**config.mk**
```make
export PLATFORM = sky130hd
export DESIGN_NAME = vga_frame_scanner
export DESIGN_NICKNAME = d
export VERILOG_FILES = /design/src/rtl/vga_frame_scanner.sv
export SDC_FILE = /design/constraint.sdc
export NUM_CORES = 1
export LEC_CHECK = 0
export ABC_AREA = 1
export BUFFER_PORTS_ARGS = -buffer_cell sky130_fd_sc_hd__clkbuf_2
export CAP_MARGIN = 5
export CORE_MARGIN = 1
export CORE_UTILIZATION = 50
export DETAILED_ROUTE_END_ITERATION = 12
export GPL_TIMING_DRIVEN = 0
export PLACE_DENSITY = 0.82
export RECOVER_POWER = 50
export SLEW_MARGIN = 20
export SYNTH_ARGS = -nofsm -noshare
export SYNTH_HDL_FRONTEND = slang
export SYNTH_SLANG_ARGS = --single-unit
```
**constraint.sdc**
```tcl
create_clock -name clk -period 1.9 [get_ports clk]
set_input_delay 0.19 -clock clk [delete_from_list [all_inputs] [get_ports clk]]
set_output_delay 0.19 -clock clk [all_outputs]
set_load 0.02 [all_outputs]
```
**src/rtl/vga_frame_scanner.sv**
```systemverilog
// VGA 640x480@60 frame scanner: generates sync/blank timing, reads a centred grayscale
// image from a free-running framebuffer read port and drives registered DAC signals.
module vga_frame_scanner #(
   parameter int          H_ACTIVE = 640,
   parameter int          H_FP     = 16,
   parameter int          H_SYNC   = 96,
   parameter int          H_BP     = 48,
   parameter int          V_ACTIVE = 480,
   parameter int          V_FP     = 10,
   parameter int          V_SYNC   = 2,
   parameter int          V_BP     = 33,
   parameter int          IMG_W    = 256,
   parameter int          IMG_H    = 256,
   parameter int          IMG_X0   = 192,
   parameter int          IMG_Y0   = 112,
   parameter int          RAM_LAT  = 2,
   parameter logic [7:0]  BORDER   = 8'h00
) (
   input  logic        clk,
   input  logic        reset,
   input  logic        enable,
   input  logic [7:0]  pixel_in,
   output logic [15:0] pixel_addr,
   output logic        hsync,
   output logic        vsync,
   output logic        blank_n,
   output logic        sync_n,
   output logic [7:0]  red,
   output logic [7:0]  green,
   output logic [7:0]  blue,
   output logic        frame_start
);

   localparam int H_TOTAL = H_ACTIVE + H_FP + H_SYNC + H_BP;
   localparam int V_TOTAL = V_ACTIVE + V_FP + V_SYNC + V_BP;
   localparam int HW      = $clog2(H_TOTAL);
   localparam int VW      = $clog2(V_TOTAL);
   // Flag pipeline is one stage shorter than the total delay; the output register is the last.
   localparam int P       = RAM_LAT + 1;

   localparam logic [HW-1:0] H_MAX      = HW'(H_TOTAL - 1);
   localparam logic [HW-1:0] H_ACT      = HW'(H_ACTIVE);
   localparam logic [HW-1:0] H_SYNC_BEG = HW'(H_ACTIVE + H_FP);
   localparam logic [HW-1:0] H_SYNC_END = HW'(H_ACTIVE + H_FP + H_SYNC);
   localparam logic [HW-1:0] H_WIN_BEG  = HW'(IMG_X0);
   localparam logic [HW-1:0] H_WIN_END  = HW'(IMG_X0 + IMG_W);

   localparam logic [VW-1:0] V_MAX      = VW'(V_TOTAL - 1);
   localparam logic [VW-1:0] V_ACT      = VW'(V_ACTIVE);
   localparam logic [VW-1:0] V_SYNC_BEG = VW'(V_ACTIVE + V_FP);
   localparam logic [VW-1:0] V_SYNC_END = VW'(V_ACTIVE + V_FP + V_SYNC);
   localparam logic [VW-1:0] V_WIN_BEG  = VW'(IMG_Y0);
   localparam logic [VW-1:0] V_WIN_END  = VW'(IMG_Y0 + IMG_H);

   logic [HW-1:0] h_cnt;
   logic [VW-1:0] v_cnt;

   logic          active_now;
   logic          hs_now;
   logic          vs_now;
   logic          in_win;
   logic          origin_now;
   logic [7:0]    col_off;
   logic [7:0]    row_off;

   logic [P-1:0]  hs_pipe;
   logic [P-1:0]  vs_pipe;
   logic [P-1:0]  act_pipe;
   logic [P-1:0]  win_pipe;
   logic [P-1:0]  org_pipe;
   logic [7:0]    gray;

   always_ff @(posedge clk) begin
      if (!reset) begin
         h_cnt <= '0;
         v_cnt <= '0;
      end else if (h_cnt == H_MAX) begin
         h_cnt <= '0;
         v_cnt <= (v_cnt == V_MAX) ? '0 : v_cnt + VW'(1);
      end else begin
         h_cnt <= h_cnt + HW'(1);
      end
   end

   assign active_now = (h_cnt < H_ACT) && (v_cnt < V_ACT);
   assign hs_now     = !((h_cnt >= H_SYNC_BEG) && (h_cnt < H_SYNC_END));
   assign vs_now     = !((v_cnt >= V_SYNC_BEG) && (v_cnt < V_SYNC_END));
   assign in_win     = enable
                       && (h_cnt >= H_WIN_BEG) && (h_cnt < H_WIN_END)
                       && (v_cnt >= V_WIN_BEG) && (v_cnt < V_WIN_END);
   assign origin_now = (h_cnt == '0) && (v_cnt == '0);

   // Offsets are only meaningful inside the window, where they are non-negative and < 256.
   assign col_off = 8'(h_cnt - H_WIN_BEG);
   assign row_off = 8'(v_cnt - V_WIN_BEG);

   // The RAM read port is free-running with no handshake; outside the window the address holds.
   always_ff @(posedge clk) begin
      if (!reset) begin
         pixel_addr <= '0;
      end else if (!enable) begin
         pixel_addr <= '0;
      end else if (in_win) begin
         pixel_addr <= {row_off, col_off};
      end
   end

   always_ff @(posedge clk) begin
      if (!reset) begin
         hs_pipe  <= '1;
         vs_pipe  <= '1;
         act_pipe <= '0;
         win_pipe <= '0;
         org_pipe <= '0;
      end else begin
         hs_pipe  <= {hs_pipe[P-2:0],  hs_now};
         vs_pipe  <= {vs_pipe[P-2:0],  vs_now};
         act_pipe <= {act_pipe[P-2:0], active_now};
         win_pipe <= {win_pipe[P-2:0], in_win};
         org_pipe <= {org_pipe[P-2:0], origin_now};
      end
   end

   // Last pipeline stage lines up with pixel_in for the same counter position.
   always_ff @(posedge clk) begin
      if (!reset) begin
         hsync       <= 1'b1;
         vsync       <= 1'b1;
         blank_n     <= 1'b0;
         sync_n      <= 1'b0;
         frame_start <= 1'b0;
         gray        <= 8'h00;
      end else begin
         hsync       <= hs_pipe[P-1];
         vsync       <= vs_pipe[P-1];
         blank_n     <= act_pipe[P-1];
         sync_n      <= 1'b0;
         frame_start <= org_pipe[P-1];
         if (win_pipe[P-1]) begin
            gray <= pixel_in;
         end else if (act_pipe[P-1]) begin
            gray <= BORDER;
         end else begin
            gray <= 8'h00;
         end
      end
   end

   assign red   = gray;
   assign green = gray;
   assign blue  = gray;

endmodule

```
==> results.yml, run 1 <==
global_route:
  grt_pass1_vias: 2250
  antenna_found_initial: 0
  overflow: 0
  grt_max_degree: 13
  grt.total_usage_pct: 20.8
  grt_pass1_wl_um: 9740
cts:
  clk_pin_slew_ns: 0.07
  cts_resized: 0
  cts.path.max_buffers: 2
  post_cts_buffers: 0
  postCtsHoldBufs: 0
  cts_buffers: 9
  cts_root_buffer: "clkbuf_8"
  clk_latency_ns: 0.35
  clock_sinks: 63
  htree_levels: 3
  cts_tree: "built"
placement:
  port_buffers: 53
  dpl.hpwl_um: 4440
  gp_congestion: 0.893
drt:
  num_vias: 2479
  initialDrtViolationCount: 130
  dr.pass1.iters: 4
  remaining_drc_errors: 0
  drt-total-wl_um: 5940
  wl_per_cell_um: 11.4
  vias_per_cell: 4.77
  ant_nets: 0
synthesis:
  synth-edff-count: 0
  syn_nets: 400
  yosysWarnings: 0
  syn_area_um2: 2910
  syn_inst: 379
  ys_seq_area_share_pct: 43.4
  ys_ff_latch: 63
  synthArstFlopShare_pct: 0
  ys_types: 36
  avgSynthCellArea_um2: 7.67
  synth_flop_cell: "dfxtp_1"
worst_hold_path:
  hold_class: "input port to flip-flop"
die:
  fp.dieH_um: 78.2
  initial_core_util_pct: 52.5
  ios: 56
  die_width_um: 78.2
  num_rows: 27
  dieArea_um2: 6120
  core_um2: 5540
power_and_ir_drop:
  ir_drop_mv: 0.594
  power_density_nw_per_um2: 750
  p_leak_nw: 1.59
layout:
  fin_util_pct: 61.8
  diodes: 0
  syn2layout_area_growth_pct: 17.7
  layout.filler_cells: 514
  final_nets: 464
  regArea_um2: 1260
  multi_input_area_um2: 1240
  drive_gt1_share_pct: 21.2
sta:
  setup_viol_count_final: 0
  period_share_pct: 87.0
  finalCriticalPeriod_ns: 1.65
  fmax_mhz: 605
  slew_viol_final: 0
  rsz0062_at_grt: "no"
  setup_tns_ns: 0
  finalHoldViolCount: 0
  clock_skew_ns: 0.00526
job:
  maxCapViolCount: 0
setup_path:
  criticalPathCategory: "flip-flop to flip-flop"
  path_max_fanout: 10
  start_kind: "flip-flop"
  cp-end-kind: "flip-flop"
  cp_data_arrival_time_ns: 1.90
  required_ns: 2.14
outcome:
  status: "finished clean"
## cell type report
cell class	count	area share, %
Timing Repair Buffer	53	6.73
Buffer	26	5.85
Inverter	55	6.07
Multi-Input combinational cell	235	36.1
Clock buffer	9	3.62
Sequential cell	63	36.9
Tap cell	72	2.63
Clock inverter	7	2.12
## worst paths after layout
check	startpoint	end	slack [ns]	cells after the start
worst min-delay path	pixel_in[3]	blue[3]$_SDFF_PN0_	0.02	3
worst max register to register	h_cnt[6]$_SDFF_PP0_	pixel_addr[14]$_SDFFE_PN0P_	0.25	9
worst max-delay path	h_cnt[6]$_SDFF_PP0_	pixel_addr[14]$_SDFFE_PN0P_	0.25	9
worst min register to register	org_pipe[1]$_SDFF_PN0_	org_pipe[2]$_SDFF_PN0_	0.41	2
## placed cells by master, fill, tap and decap left out, types with 2 or more instances in the layout
master / Yosys / routed
a21oi_1: 16 / 16
a21oi_2: 3 / 3
buf_4: 17 / 17
buf_6: 5 / 5
clkbuf_1: 1 / 31
clkbuf_2: 0 / 25
clkbuf_8: 0 / 9
clkinv_2: 1 / 3
clkinvlp_4: 0 / 2
dfxtp_1: 63 / 63
ha_1: 10 / 10
inv_1: 52 / 52
nand2_1: 77 / 77
nand2_2: 5 / 5
nand3_1: 22 / 22
nand3_2: 8 / 8
nand3b_1: 2 / 2
nand4_1: 6 / 6
nor2_1: 53 / 53
nor2_2: 2 / 2
o21ai_0: 7 / 7
o21ai_1: 2 / 2
o31ai_1: 2 / 2
or2_2: 6 / 6
xor2_1: 4 / 4
## layer usage
layer	vias up	global-route usage, %	wire (um)
met5	-	0	0
met4	0	9.26	110
met3	14	6.63	337
met2	71	35.9	2860
met1	1110	23.3	2630
li1	1284	-	-
## registers in the layout (all words and copies together) (netlist names)
| name | count |
|---|---|
| v_cnt | 10 |
| pixel_addr | 16 |
| org_pipe | 3 |
| vsync | 1 |
| hs_pipe | 3 |
| blank_n | 1 |
| win_pipe | 3 |
| vs_pipe | 3 |
| frame_start | 1 |
| blue | 8 |
| hsync | 1 |
| h_cnt | 10 |
| act_pipe | 3 |
## worst max-delay path: stages, from the launching register on
cell and delay (ns):
dfxtp_1 0.45, ha_1 0.25, inv_1 0.11, nand2_1 0.09, nand2_2 0.09, nor2_8 0.17
buf_6 0.19, nand3_2 0.07, nand2_1 0.07, nor2_1 0.05
## logic make-up after synthesis
group / count (synthesis) / share of synthesized area, %
simple gates: 187 / 30.4
fa+ha+maj: 10 / 4.30
flops: 63 / 43.4
other cells: 1 / 0.129
compound gates: 33 / 6.50
xor+xnor: 4 / 1.21
buf+inv: 81 / 14.1
## through the flow
stage | area, um^2 | hold WS [ns] | total power (W) | worst slack (ns) | cells
CTS | 3460 | 0.0179 | 0.00259 | 0.257 | 520
floorplan | 2910 | 0.302 | 0.00143 | 0.468 | 379
finish | 3420 | 0.0248 | 0.00257 | 0.247 | 520
global route | 3420 | 0.0287 | 0.00266 | 0.0946 | 520
detailed placement | 3260 | 0.394 | 0.00145 | 0.265 | 504
global placement | 3260 | 0.392 | 0.00145 | 0.327 | 504
## power by group
group / switching, W / leakage, nW / internal, W
Combinational: 0.0000518 / 0.986 / 0.0000278
Clock: 0.000541 / 0.0956 / 0.000606
Sequential: 0.00000735 / 0.510 / 0.00133
Total: 0.000600 / 1.59 / 0.00197
## synthesized netlist by cell type (5+ instances only)
master / n / area share (%)
nand2_2: 5 / 1.1
buf_4: 17 / 4.4
or2_2: 6 / 1.3
nand3_2: 8 / 2.8
buf_6: 5 / 1.9
nand4_1: 6 / 1.3
ha_1: 10 / 4.3
a21oi_1: 16 / 2.8
nor2_1: 53 / 6.8
o21ai_0: 7 / 1.2
nand3_1: 22 / 3.8
inv_1: 52 / 6.7
dfxtp_1: 63 / 43
nand2_1: 77 / 9.9
(Power assumes the default switching activity.)
==> run 2: changes to the inputs <==
Settings changed: BUFFER_PORTS_ARGS -buffer_cell sky130_fd_sc_hd__clkbuf_2 to default, DONT_BUFFER_PORTS from default to 1, PLACE_DENSITY 0.82 to 0.69.
==> results.yml, run 2 (synthesis results as in run 1) <==
outcome:
  status: "finished clean"
cts:
  cts.path.max_buffers: 2
  cts_resized: 0
  clk_pin_slew_ns: 0.06
  cts_buffers: 9
  htree_levels: 3
  clk_latency_ns: 0.34
  cts_root_buffer: "clkbuf_8"
  clock_sinks: 63
  postCtsHoldBufs: 8
  post_cts_buffers: 0
  cts_tree: "built"
layout:
  drive_gt1_share_pct: 16.6
  top_register: "pixel_addr"
  largest_reg_flops: 16
  layout_commonest_cell: "nand2_1"
  syn2layout_area_growth_pct: 12.9
  fin_util_pct: 59.2
  reg_top3: "pixel_addr (16), h_cnt (10), v_cnt (10)"
  diodes: 0
  layout_common_cells: "nand2_1 (77), dfxtp_1 (63), nor2_1 (53)"
  layout.cells.non_filler: 475
  final_nets: 419
drt:
  initialDrtViolationCount: 95
  wl_per_cell_um: 11.8
  dr.pass1.iters: 4
  num_vias: 2272
  ant_nets: 0
  drt-total-wl_um: 5630
  remaining_drc_errors: 0
  vias_per_cell: 4.78
setup_path:
  required_ns: 2.17
  crit_slowest_cell: "dfxtp_1"
  path_max_fanout: 10
  criticalPathCategory: "flip-flop to flip-flop"
  start_kind: "flip-flop"
  cp_common_cell: "inv_1"
  cp_cell_sequence: "inv_1 -> ha_1 -> nand3_1 -> inv_1 -> nand2_4 -> nand2_2 -> nand2_1 -> inv_2 -> nor2_1"
  cp_data_arrival_time_ns: 1.91
  cp-end-kind: "flip-flop"
  critPathMaxStageDelay_ns: 0.45
global_route:
  grt.total_usage_pct: 21.0
  grt_pass1_vias: 2194
  grt_pass1_wl_um: 9720
  grt_max_degree: 11
  antenna_found_initial: 0
  overflow: 0
placement:
  port_buffers: 0
  dpl.hpwl_um: 4150
  dp.cells: 451
  gp_congestion: 0.855
sta:
  holdWs_ns: 0.162
  slew_viol_final: 0
  period_share_pct: 86.0
  finalHoldViolCount: 0
  finalCriticalPeriod_ns: 1.63
  rsz0062_at_grt: "no"
  setup_tns_ns: 0
  fmax_mhz: 612
  setup_viol_count_final: 0
  clock_skew_ns: 0.00508
die:
  dieArea_um2: 6120
  die_width_um: 78.2
  initial_core_util_pct: 52.5
  core_um2: 5540
  num_rows: 27
  ios: 56
  fp.dieH_um: 78.2
power_and_ir_drop:
  p_leak_nw: 1.49
  power_density_nw_per_um2: 803
  ir_drop_mv: 0.591
  total_power_w: 0.00263
job:
  maxCapViolCount: 0
worst_hold_path:
  hold_class: "input port to flip-flop"
==> run 2: path summary, 6_finish.rpt <==
kind,startpoint,endpoint,slack [ns],cells after the start
setup / recovery,h_cnt[6]$_SDFF_PP0_,v_cnt[4]$_SDFFE_PN0P_,0.27,9
setup reg to reg,h_cnt[6]$_SDFF_PP0_,v_cnt[4]$_SDFFE_PN0P_,0.27,9
hold reg to reg,vs_pipe[0]$_SDFF_PN1_,vs_pipe[1]$_SDFF_PN1_,0.41,1
hold / removal,enable,pixel_addr[0]$_SDFFE_PN0P_,0.16,4
==> run 2: routing by layer <==
metal	GRT usage (%)	vias up	wire length (um)
li1	-	1198	-
met1	24.1	994	2520
met5	0	-	0
met3	8.02	9	407
met2	34.9	71	2620
met4	8.52	0	82
==> run 2: power by group <==
| part | internal [W] | leakage, nW | switching [W] | total [W] |
|---|---|---|---|---|
| sequential | 0.00133 | 0.510 | 0.00000848 | 0.00134 |
| clock | 0.000735 | 0.104 | 0.000475 | 0.00121 |
| combinational | 0.0000320 | 0.875 | 0.0000492 | 0.0000812 |
| total | 0.00210 | 1.49 | 0.000532 | 0.00263 |
==> run 2: critical path, delay by kind of cell (launching register included) <==
family / cells / cell delay [ns]
flops: 1 / 0.45
simple gates: 5 / 0.61
buf+inv: 3 / 0.27
fa+ha+maj: 1 / 0.23
==> run 2: through the flow <==
stage          setup slack, ns  area, um^2
2_1_floorplan            0.468        2910
3_3_place_gp             0.288        3000
3_5_place_dp             0.265        3000
4_1_cts                  0.261        3280
5_1_grt                  0.139        3280
6_report                 0.266        3280
==> run 2: layout make-up <==
type / instances / area (um^2)
Clock buffer: 12 / 135
Timing Repair Buffer: 8 / 80.1
Fill cell: 504 / 2260
Tap cell: 72 / 90.1
Sequential cell: 63 / 1260
Buffer: 26 / 200
Multi-Input combinational cell: 235 / 1240
Clock inverter: 4 / 70.1
Inverter: 55 / 208
==> run 3: changes to the inputs <==
Settings changed: BUFFER_PORTS_ARGS from default to -buffer_cell sky130_fd_sc_hd__clkbuf_2, DONT_BUFFER_PORTS 1 to default, PLACE_DENSITY 0.69 to 0.77.
==> results.yml, run 3 (synthesis results as in run 1) <==
worst_hold_path:
  hold_class: "input port to flip-flop"
global_route:
  grt_pass1_vias: 2263
  grt_max_degree: 11
  antenna_found_initial: 0
  grt_pass1_wl_um: 9540
  grt.total_usage_pct: 20.0
  overflow: 0
cts:
  htree_levels: 3
  postCtsHoldBufs: 0
  cts_buffers: 9
  cts.path.max_buffers: 2
  clk_latency_ns: 0.34
  cts_root_buffer: "clkbuf_8"
  clock_sinks: 63
  cts_tree: "built"
  clk_pin_slew_ns: 0.06
  cts_resized: 0
  post_cts_buffers: 0
drt:
  remaining_drc_errors: 0
  dr.pass1.iters: 4
  vias_per_cell: 4.75
  drt-total-wl_um: 5680
  num_vias: 2463
  wl_per_cell_um: 10.9
  initialDrtViolationCount: 143
  ant_nets: 0
placement:
  port_buffers: 53
  dpl.hpwl_um: 4180
  dp.cells: 504
  gp_congestion: 0.897
sta:
  setup_tns_ns: 0
  finalCriticalPeriod_ns: 1.68
  clock_skew_ns: 0.00674
  setup_viol_count_final: 0
  finalHoldViolCount: 0
  rsz0062_at_grt: "no"
  period_share_pct: 88.6
  fmax_mhz: 594
  slew_viol_final: 0
setup_path:
  required_ns: 2.13
  start_kind: "flip-flop"
  cp-end-kind: "flip-flop"
  criticalPathCategory: "flip-flop to flip-flop"
  reg2reg_slack_ns: 0.22
  cp_data_arrival_time_ns: 1.92
  path_max_fanout: 10
power_and_ir_drop:
  p_sw_share_pct: 22.8
  power_density_nw_per_um2: 710
  p_int_w: 0.00186
  p_comb_share_pct: 3.3
  p_leak_nw: 1.58
  ir_drop_mv: 0.484
  p_clk_share_pct: 40.9
  power_switching_w: 0.000547
  p_seq_share_pct: 55.8
outcome:
  status: "finished clean"
layout:
  layout_common_cells: "nand2_1 (77), dfxtp_1 (63), nor2_1 (53)"
  layout.cells.non_filler: 519
  layout_commonest_cell: "nand2_1"
  syn2layout_area_growth_pct: 16.4
  diodes: 0
  drive_gt1_share_pct: 20.6
  reg_top3: "pixel_addr (16), h_cnt (10), v_cnt (10)"
  largest_reg_flops: 16
  top_register: "pixel_addr"
  final_nets: 464
job:
  maxCapViolCount: 0
die:
  fp.dieH_um: 78.2
  core_um2: 5540
  die_width_um: 78.2
  num_rows: 27
  dieArea_um2: 6120
  ios: 56
  initial_core_util_pct: 52.5
[run 3: changes by cell type in the layout (fill, tap and decap cells not counted)]
| cell | delta |
|---|---|
| nand3_2 | -1 |
| clkbuf_1 | +26 |
| clkinv_2 | +1 |
| bufinv_16 | -2 |
| clkbuf_2 | +25 |
| clkinvlp_4 | +1 |
| dlygate4sd3_1 | -8 |
| clkbuf_8 | +1 |
| nand3_1 | +1 |
[run 3: cell type report]
| type | count | area (um^2) |
|---|---|---|
| Buffer | 26 | 200 |
| Timing Repair Buffer | 53 | 230 |
| Sequential cell | 63 | 1260 |
| Multi-Input combinational cell | 235 | 1230 |
| Clock buffer | 11 | 141 |
| Clock inverter | 4 | 22.5 |
| Inverter | 55 | 208 |
| Tap cell | 72 | 90.1 |
| Fill cell | 538 | 2160 |
[run 3: stage by stage]
step,setup WS (ns),util [%],hold WS [ns],instance area (um^2),total power (W)
final,0.216,61.1,0.0419,3380,0.00240
after detailed placement,0.243,58.9,0.391,3260,0.00145
after global routing,0.0481,61.1,0.0513,3380,0.00249
after floorplan,0.468,-,0.302,2910,0.00143
after global placement,0.324,58.9,0.390,3260,0.00145
after CTS,0.231,61.8,0.0315,3430,0.00244
[run 3: power by group through the flow]
stage | sequential [W] | clock (W) | combinational [W]
4_1_cts | 0.00134 | 0.00101 | 0.0000810
3_5_place_dp | 0.00137 | 0 | 0.0000805
3_3_place_gp | 0.00137 | 0 | 0.0000788
5_1_grt | 0.00134 | 0.00106 | 0.0000915
2_1_floorplan | 0.00137 | 0 | 0.0000542
6_report | 0.00134 | 0.000983 | 0.0000789
[run 3: per-layer routing]
| layer | vias to the layer above | track usage [%] | routed length [um] | share of wire [%] |
|---|---|---|---|---|
| met2 | 79 | 33.1 | 2640 | 46 |
| met1 | 1085 | 23.7 | 2520 | 44 |
| met4 | 0 | 12.6 | 137 | 2.4 |
| li1 | 1285 | - | - | - |
| met5 | - | 0 | 0 | 0 |
| met3 | 14 | 3.95 | 379 | 6.7 |
[run 3: path summary, 6_finish.rpt]
kind                          startpoint                     end  cells after the start
setup / recovery     h_cnt[0]$_SDFF_PP0_   v_cnt[9]$_SDFFE_PN0P_                      8
hold / removal               pixel_in[1]      blue[1]$_SDFF_PN0_                      3
setup reg to reg     h_cnt[0]$_SDFF_PP0_   v_cnt[9]$_SDFFE_PN0P_                      8
hold reg to reg   act_pipe[1]$_SDFF_PN0_  act_pipe[2]$_SDFF_PN0_                      2
[run 3: worst max-delay path, stage by stage (launching register included)]
cell	delay [ns]
dfxtp_1	0.37
ha_1	0.20
nand3_1	0.23
nor2_4	0.17
nand2_4	0.10
nand2_2	0.19
nand2_1	0.14
inv_2	0.12
nor2_1	0.05
